$ cat src/rtl/pipe_hazard_ctrl.sv
// pipe_hazard_ctrl: stall/flush sequencing for the 5-stage pipeline (load-use, divider,
// branch/jump squash, fetch wait, post-reset warm-up) plus a saturating stall counter.
module pipe_hazard_ctrl #(
   parameter int DIV_LAT  = 16,
   parameter int INIT_CYC = 2,
   parameter int CNT_W    = 16
) (
   input  logic             clk,
   input  logic             reset,
   input  logic [4:0]       id_rs,
   input  logic [4:0]       id_rt,
   input  logic             id_uses_rs,
   input  logic             id_uses_rt,
   input  logic             id_jump,
   input  logic             id_div_start,
   input  logic             id_uses_hilo,
   input  logic [4:0]       ex_rd,
   input  logic             ex_mem_read,
   input  logic             ex_branch_taken,
   input  logic             imem_ready,
   output logic             pc_en,
   output logic             ifid_en,
   output logic             ifid_flush,
   output logic             idex_en,
   output logic             idex_flush,
   output logic             div_busy,
   output logic [CNT_W-1:0] stall_count
);
   typedef enum logic {INIT, RUN} state_t;
   state_t     state;
   logic [3:0] init_cnt;
   logic [7:0] div_cnt;
   logic       run, load_use, div_stall, advance;
   logic [4:0] ctl;
   assign run       = state == RUN && !reset;
   assign load_use  = ex_mem_read && ex_rd != 5'd0 &&
                      ((id_uses_rs && id_rs == ex_rd) || (id_uses_rt && id_rt == ex_rd));
   assign div_busy  = div_cnt != 8'd0;
   assign div_stall = div_busy && (id_uses_hilo || id_div_start);
   // ctl = {pc_en, ifid_en, ifid_flush, idex_en, idex_flush}, first matching rule wins
   assign ctl = !run                     ? 5'b00101 :
                ex_branch_taken          ? 5'b11111 :
                (load_use || div_stall)  ? 5'b00011 :
                id_jump                  ? 5'b11110 :
                !imem_ready              ? 5'b01110 :
                                           5'b11010;
   assign {pc_en, ifid_en, ifid_flush, idex_en, idex_flush} = ctl;
   assign advance = run && !ex_branch_taken && !load_use && !div_stall;
   always_ff @(posedge clk)
      if (reset) begin
         state       <= INIT;
         init_cnt    <= 4'(INIT_CYC - 1);
         div_cnt     <= '0;
         stall_count <= '0;
      end else begin
         if (state == INIT) begin
            if (init_cnt == 4'd0) state <= RUN;
            else init_cnt <= init_cnt - 4'd1;
         end
         div_cnt <= (advance && id_div_start) ? 8'(DIV_LAT) : div_busy ? div_cnt - 8'd1 : div_cnt;
         if (run && !pc_en && stall_count != '1) stall_count <= stall_count + 1'b1;
      end
endmodule

$ cat config.mk
export PLATFORM = sky130hd
export DESIGN_NAME = pipe_hazard_ctrl
export DESIGN_NICKNAME = d
export VERILOG_FILES = /design/src/rtl/pipe_hazard_ctrl.sv
export SDC_FILE = /design/constraint.sdc
export NUM_CORES = 1
export LEC_CHECK = 0
export BUFFER_PORTS_ARGS = -buffer_cell sky130_fd_sc_hd__buf_2
export CAP_MARGIN = 20
export CORE_UTILIZATION = 45
export CTS_CLUSTER_DIAMETER = 30
export DETAILED_ROUTE_END_ITERATION = 8
export PLACE_DENSITY = 0.71
export SLEW_MARGIN = 25
export SYNTH_ARGS = -nofsm -noshare
export SYNTH_HDL_FRONTEND = slang
export SYNTH_SLANG_ARGS = --single-unit
$ cat constraint.sdc
create_clock -name clk -period 3.1 [get_ports clk]
set_clock_uncertainty 0.1 [all_clocks]
set_input_delay 0.62 -clock clk [delete_from_list [all_inputs] [get_ports clk]]
set_output_delay 0.62 -clock clk [all_outputs]
set_load 0.05 [all_outputs]
## Word-level counts from Yosys, hierarchy flattened

Cells that the tools add are included.

| cells by class | value |
|---|---|
| add/subtract/negate cells | 3 |
| equality and inequality tests | 3 |
| muxes and demuxes | 9 |
| bitwise gates (word level) | 2 |
| reductions and logical operators | 26 |

Operators with widths:

| kind | count |
|---|---|
| 5-bit 2-to-1 mux | 7 |
| 16-bit by 1-bit adder with 16-bit output (second input constant) | 1 |
| 16-bit inequality test (second input constant) | 1 |
| 1-bit logical AND | 12 |
| 5-bit == test | 2 |
| 8-bit nonzero test | 1 |
| 8-bit by 1-bit subtractor with 8-bit output (second input constant) | 1 |
| 1-bit logical NOT | 5 |
| 5-bit nonzero test | 1 |
| 4-bit logical NOT | 1 |
| 4-bit by 1-bit subtractor with 4-bit output (second input constant) | 1 |
| 1-bit logical OR | 3 |
| 1-bit 2-to-1 mux | 2 |
| 1-bit inverter | 2 |
| 2-bit AND reduction | 1 |
| 2-bit nonzero test | 1 |
| 2-bit OR reduction | 1 |

| word-level totals | value |
|---|---|
| bits in registers | 29 |
| bits of input ports | 25 |
| output and inout port bits | 22 |
| logic and storage cells | 48 |

## Logic depth before layout (Yosys ltp)

| logic depth | value |
|---|---|
| depth after elaboration | 11 |
| mapped depth | 10 |
| gate-level depth less buffers | 8 |

## Worst setup path before layout

No wires, ideal clock.

| timing path | value |
|---|---|
| kind | input-to-output |
| start point | input port ex_rd[1] |
| end point | output port pc_en |
| data arrival time | 2,509 ps |
| data required time | 2,380 ps |
| path slack | -129 ps |
| stages on the path | 5 |
| path buffers | 0 |
| path through | or4_1 o21a_1 a21oi_1 o21ai_0 a21oi_1 |

| between the ends | value |
|---|---|
| longest elaborated chain between the ends | 8 |
| elaborated cells on any way between the ends | 12 |
| those cells by class | eq/ne: 2; mux: 3; reduce/logical: 7 |

RTL lines:

| what | RTL line | source |
|---|---|---|
| start: declaration | 17 | `input logic [4:0] ex_rd,` |
| 5-bit == test | 37 | `((id_uses_rs && id_rs == ex_rd) \|\| (id_uses_rt && id_rt == ex_rd));` |
| 1-bit logical AND | 37 |  |
| 1-bit logical OR | 37 |  |
| 1-bit logical AND * | 36 | `assign load_use = ex_mem_read && ex_rd != 5'd0 &&` |
| 1-bit logical OR * | 43 | `(load_use \|\| div_stall) ? 5'b00011 :` |
| 5-bit 2-to-1 mux * | 43 |  |
| 5-bit 2-to-1 mux * | 42 | `ex_branch_taken ? 5'b11111 :` |
| 5-bit 2-to-1 mux * | 41 | `assign ctl = !run ? 5'b00101 :` |
| end: declaration | 21 | `output logic pc_en,` |

Every way passes the cells marked *; elsewhere a longest branch is shown, timed or not.

## Worst setup path in the final report

Same ends and word-level chain as after synthesis.

==> metrics.txt <==
# TYPE chip_impl_metric gauge
chip_impl_metric{name="power.density",unit="nW/µm²"} 660.2
chip_impl_metric{name="cpPeakStageDelay",unit="ps"} 510
chip_impl_metric{name="antenna_violations_before_repair",unit=""} 0
chip_impl_metric{name="initial_core_utilization",unit=""} 0.4795
chip_impl_metric{name="design.core.area",unit="µm²"} 3390
chip_impl_metric{name="grt_max_degree",unit=""} 27
chip_impl_metric{name="firstDrtPassIters",unit=""} 4
chip_impl_metric{name="switchingPower",unit="mW"} 0.5378
chip_impl_metric{name="min_setup_slack_post_route",unit="ps"} 181.5
chip_impl_info{name="dominant_delay_contributor_by_cell_family_on_the_critical_path",value="compound AO/OA/AOI/OAI gates"} 1
chip_impl_info{name="tritoncts",value="yes"} 1
chip_impl_info{name="yosys_most_used_dff",value="sky130_fd_sc_hd__dfxtp_1"} 1
chip_impl_metric{name="power_report.internal_total",unit="mW"} 0.7632
chip_impl_info{name="crit_path_end_kind",value="primary output"} 1
chip_impl_metric{name="routed_wl_per_cell",unit="µm"} 12.10
chip_impl_metric{name="power.combinational.fraction",unit=""} 0.431
chip_impl_info{name="worstPathCellList",value="buf_2 -> or4_1 -> o21a_1 -> a21oi_1 -> o21ai_0 -> a21oi_2 -> buf_2"} 1
chip_impl_metric{name="clock_latency",unit="ps"} 330
chip_impl_metric{name="die_h",unit="µm"} 62.10
chip_impl_metric{name="detailedPlace.worstSlack",unit="ps"} 165.7
chip_impl_metric{name="clock_tree.htree_level_count",unit=""} 2
chip_impl_metric{name="finalHoldViolations",unit=""} 0
chip_impl_metric{name="path_max_fanout",unit=""} 3
chip_impl_metric{name="drt_drc_violations_left",unit=""} 0
chip_impl_metric{name="drt.antenna.violating_nets",unit=""} 0
chip_impl_metric{name="arrival",unit="ps"} 2200
chip_impl_metric{name="dpl_cell_area",unit="µm²"} 1908
chip_impl_metric{name="seq_power_share",unit=""} 0.399
chip_impl_info{name="timing.critical_path.mode_cell",value="sky130_fd_sc_hd__buf_2"} 1
chip_impl_info{name="root_buffer",value="sky130_fd_sc_hd__clkbuf_4"} 1
chip_impl_metric{name="clock_path_buffers",unit=""} 2
chip_impl_metric{name="max-slew-margin-rel",unit=""} 0.6953
chip_impl_metric{name="synth.top_cell.area_share",unit=""} 0.3572
chip_impl_metric{name="synth_warnings",unit=""} 0
chip_impl_metric{name="num_antenna_cells",unit=""} 0
chip_impl_metric{name="dp.cells",unit=""} 289
chip_impl_info{name="rsz0062_at_grt",value="no"} 1
chip_impl_info{name="min_path_type",value="reg2reg"} 1
chip_impl_info{name="slowest_stage",value="sky130_fd_sc_hd__or4_1"} 1
chip_impl_metric{name="routability_congestion",unit=""} 0.7895
chip_impl_metric{name="post_cts_setup_repair_buffer_count",unit=""} 0
chip_impl_metric{name="design.final.nets",unit=""} 279
chip_impl_info{name="critical_path.startpoint_type",value="input port"} 1
chip_impl_metric{name="cell_area_after_synthesis",unit="µm²"} 1625
chip_impl_metric{name="yosysUniqueCellTypes",unit=""} 40
chip_impl_metric{name="drtIter0Drc",unit=""} 59
chip_impl_metric{name="fp.dieW",unit="µm"} 62.10
chip_impl_metric{name="cts-resized-gates",unit=""} 0
chip_impl_metric{name="clkPwrFrac",unit=""} 0.169
chip_impl_metric{name="p_leak",unit="nW"} 0.8487
chip_impl_metric{name="num_io_pins",unit=""} 47
chip_impl_metric{name="fp-row-count",unit=""} 21
chip_impl_metric{name="share_of_layout_cells_above_drive_strength_1",unit=""} 0.2669
chip_impl_metric{name="vdd_drop_max",unit="mV"} 0.3655
chip_impl_metric{name="area_growth_syn_to_layout",unit="%"} 21.25
chip_impl_metric{name="synthesis.area_per_instance",unit="µm²"} 8.209
chip_impl_metric{name="postSynthRegisterBits",unit=""} 29
chip_impl_metric{name="synth_seq_area_share",unit=""} 0.3572
chip_impl_info{name="final_cell_mix",value="sky130_fd_sc_hd__buf_2 (46), sky130_fd_sc_hd__dfxtp_1 (29), sky130_fd_sc_hd__nand2_1 (18), sky130_fd_sc_hd__nor2_1 (18), sky130_fd_sc_hd__a21oi_1 (14)"} 1
chip_impl_metric{name="grt_first_pass_wirelength",unit="µm"} 6596
chip_impl_metric{name="worstPathRequired",unit="ps"} 2380
chip_impl_info{name="critical_path_class",value="in2out"} 1
chip_impl_metric{name="max_clock_freq",unit="MHz"} 342.6
chip_impl_metric{name="via_count_of_the_first_global_routing_pass",unit=""} 1486
chip_impl_metric{name="final-setup-viol-count",unit=""} 0
chip_impl_metric{name="grt.overflow.total",unit=""} 0
chip_impl_info{name="run_status",value="completed"} 1
chip_impl_metric{name="tns",unit="ps"} 0
chip_impl_metric{name="num_vias",unit=""} 1579
chip_impl_metric{name="avgViaCountPerCell",unit=""} 5.316
chip_impl_metric{name="ctsHoldBuffers",unit=""} 0
chip_impl_metric{name="path_buf_inv",unit=""} 2
chip_impl_metric{name="final_cell_area",unit="µm²"} 1971
chip_impl_metric{name="switching_share_of_power",unit=""} 0.4134
chip_impl_metric{name="finalWirelength",unit="µm"} 3593
chip_impl_metric{name="layout.cells.non_filler",unit=""} 297
chip_impl_metric{name="hold-worst-slack",unit="ps"} 402.7
chip_impl_metric{name="tritoncts.num_buffers",unit=""} 5
chip_impl_info{name="post_synth_top_area_cell",value="sky130_fd_sc_hd__dfxtp_1"} 1
chip_impl_metric{name="worst_pin_slew",unit="ps"} 457.1
chip_impl_info{name="mostFrequentLayoutCell",value="sky130_fd_sc_hd__buf_2"} 1
chip_impl_metric{name="synth-edff-count",unit=""} 0
chip_impl_metric{name="fin_crit",unit="ps"} 2919
chip_impl_metric{name="max-cap-violations",unit=""} 0
chip_impl_metric{name="clock_sink_count",unit=""} 29
chip_impl_metric{name="mappedNetlistNets",unit=""} 227
chip_impl_metric{name="post_synth_inst_count",unit=""} 198
chip_impl_metric{name="portBuffers",unit=""} 46
chip_impl_metric{name="dpl.hpwl",unit="µm"} 2566
chip_impl_metric{name="finalCritPeriodShare",unit=""} 0.9415
chip_impl_metric{name="synth-async-reset-ratio",unit=""} 0
chip_impl_metric{name="fp.dieArea",unit="µm²"} 3856
chip_impl_metric{name="clkSlewWorstSetupHoldPaths",unit="ps"} 100
chip_impl_metric{name="finalMaxSlewViolations",unit=""} 0
chip_impl_info{name="ys_top_cells_by_area",value="sky130_fd_sc_hd__dfxtp_1 (36%), sky130_fd_sc_hd__xnor2_1 (7.0%), sky130_fd_sc_hd__a21oi_1 (4.6%)"} 1
chip_impl_metric{name="grt_use_total",unit=""} 0.2104
-- per-layer routing --
layer  GRT usage  part of all wire  vias up
met5           0                 0        -
met4     0.06977             0.014        0
met3     0.06618             0.081        8
met2      0.3297              0.42       52
met1      0.2739              0.48      702
li1            -                 -      817
-- registers in the layout (all words and copies together) (netlist names) --
register / flops
stall_count: 16
init_cnt: 4
state: 1
div_cnt: 8
-- per-stage QoR --
stage,total power [mW],util
2_1_floorplan,0.9525,-
3_3_place_gp,1.061,0.5629
3_5_place_dp,1.073,0.5629
4_1_cts,1.299,0.5781
5_1_grt,1.420,0.5814
6_report,1.301,0.5814
-- final timing paths --
path	from	to	slack [ps]	depth (start not counted)
max	ex_rd[1]	pc_en	180	7
min	div_cnt[6]	div_cnt[6]	400	2
max reg2reg	div_cnt[0]	stall_count[15]	640	9
min reg2reg	div_cnt[6]	div_cnt[6]	400	2
-- power by group through the flow --
stage               clock network [mW]  logic [mW]  registers [mW]
finish                           0.220       0.561           0.519
global route                     0.244       0.646           0.530
CTS                              0.228       0.557           0.514
detailed placement                   0       0.551           0.522
global placement                     0       0.540           0.521
floorplan                            0       0.441           0.512
-- cells in the mapped netlist (all sizes together) (2+ instances only) --
library cell	number
nand3	9
o31ai	4
ha	4
a211oi	2
o21a	2
nor4	2
and3	4
inv	11
nor3b	2
clkbuf	4
a21oi	17
nor3	6
nand2	18
or4	7
and2	3
xnor2	13
o21ai	11
or3	7
nand4	6
xor2	4
nor2	18
o41ai	2
buf	2
dfxtp	29
o311ai	2
-- final cells by class --
class / instances / area, µm²
fill: 329 / 1419
timing repair buffer: 51 / 267.8
multi-input combinational: 152 / 972.2
inverter: 11 / 41.29
clock inverter: 2 / 10.01
sequential: 29 / 580.6
tap: 46 / 57.56
clock buffer: 6 / 41.29
-- cell families after synthesis --
| logic type | synth area share |
|---|---|
| compound gates | 0.1809 |
| xor+xnor | 0.09161 |
| fa+ha+maj | 0.03079 |
| buf+inv | 0.05389 |
| flops | 0.3572 |
| mux | 0.01309 |
| simple gates | 0.2725 |
-- worst min-delay path, delay by kind of cell (launching register included) --
| family | cells | cell delay (ps) |
|---|---|---|
| and+or+nand+nor | 1 | 60 |
| DFF | 1 | 350 |
| AOI/OAI and AO/OA | 1 | 50 |
(Power assumes the default switching activity.)
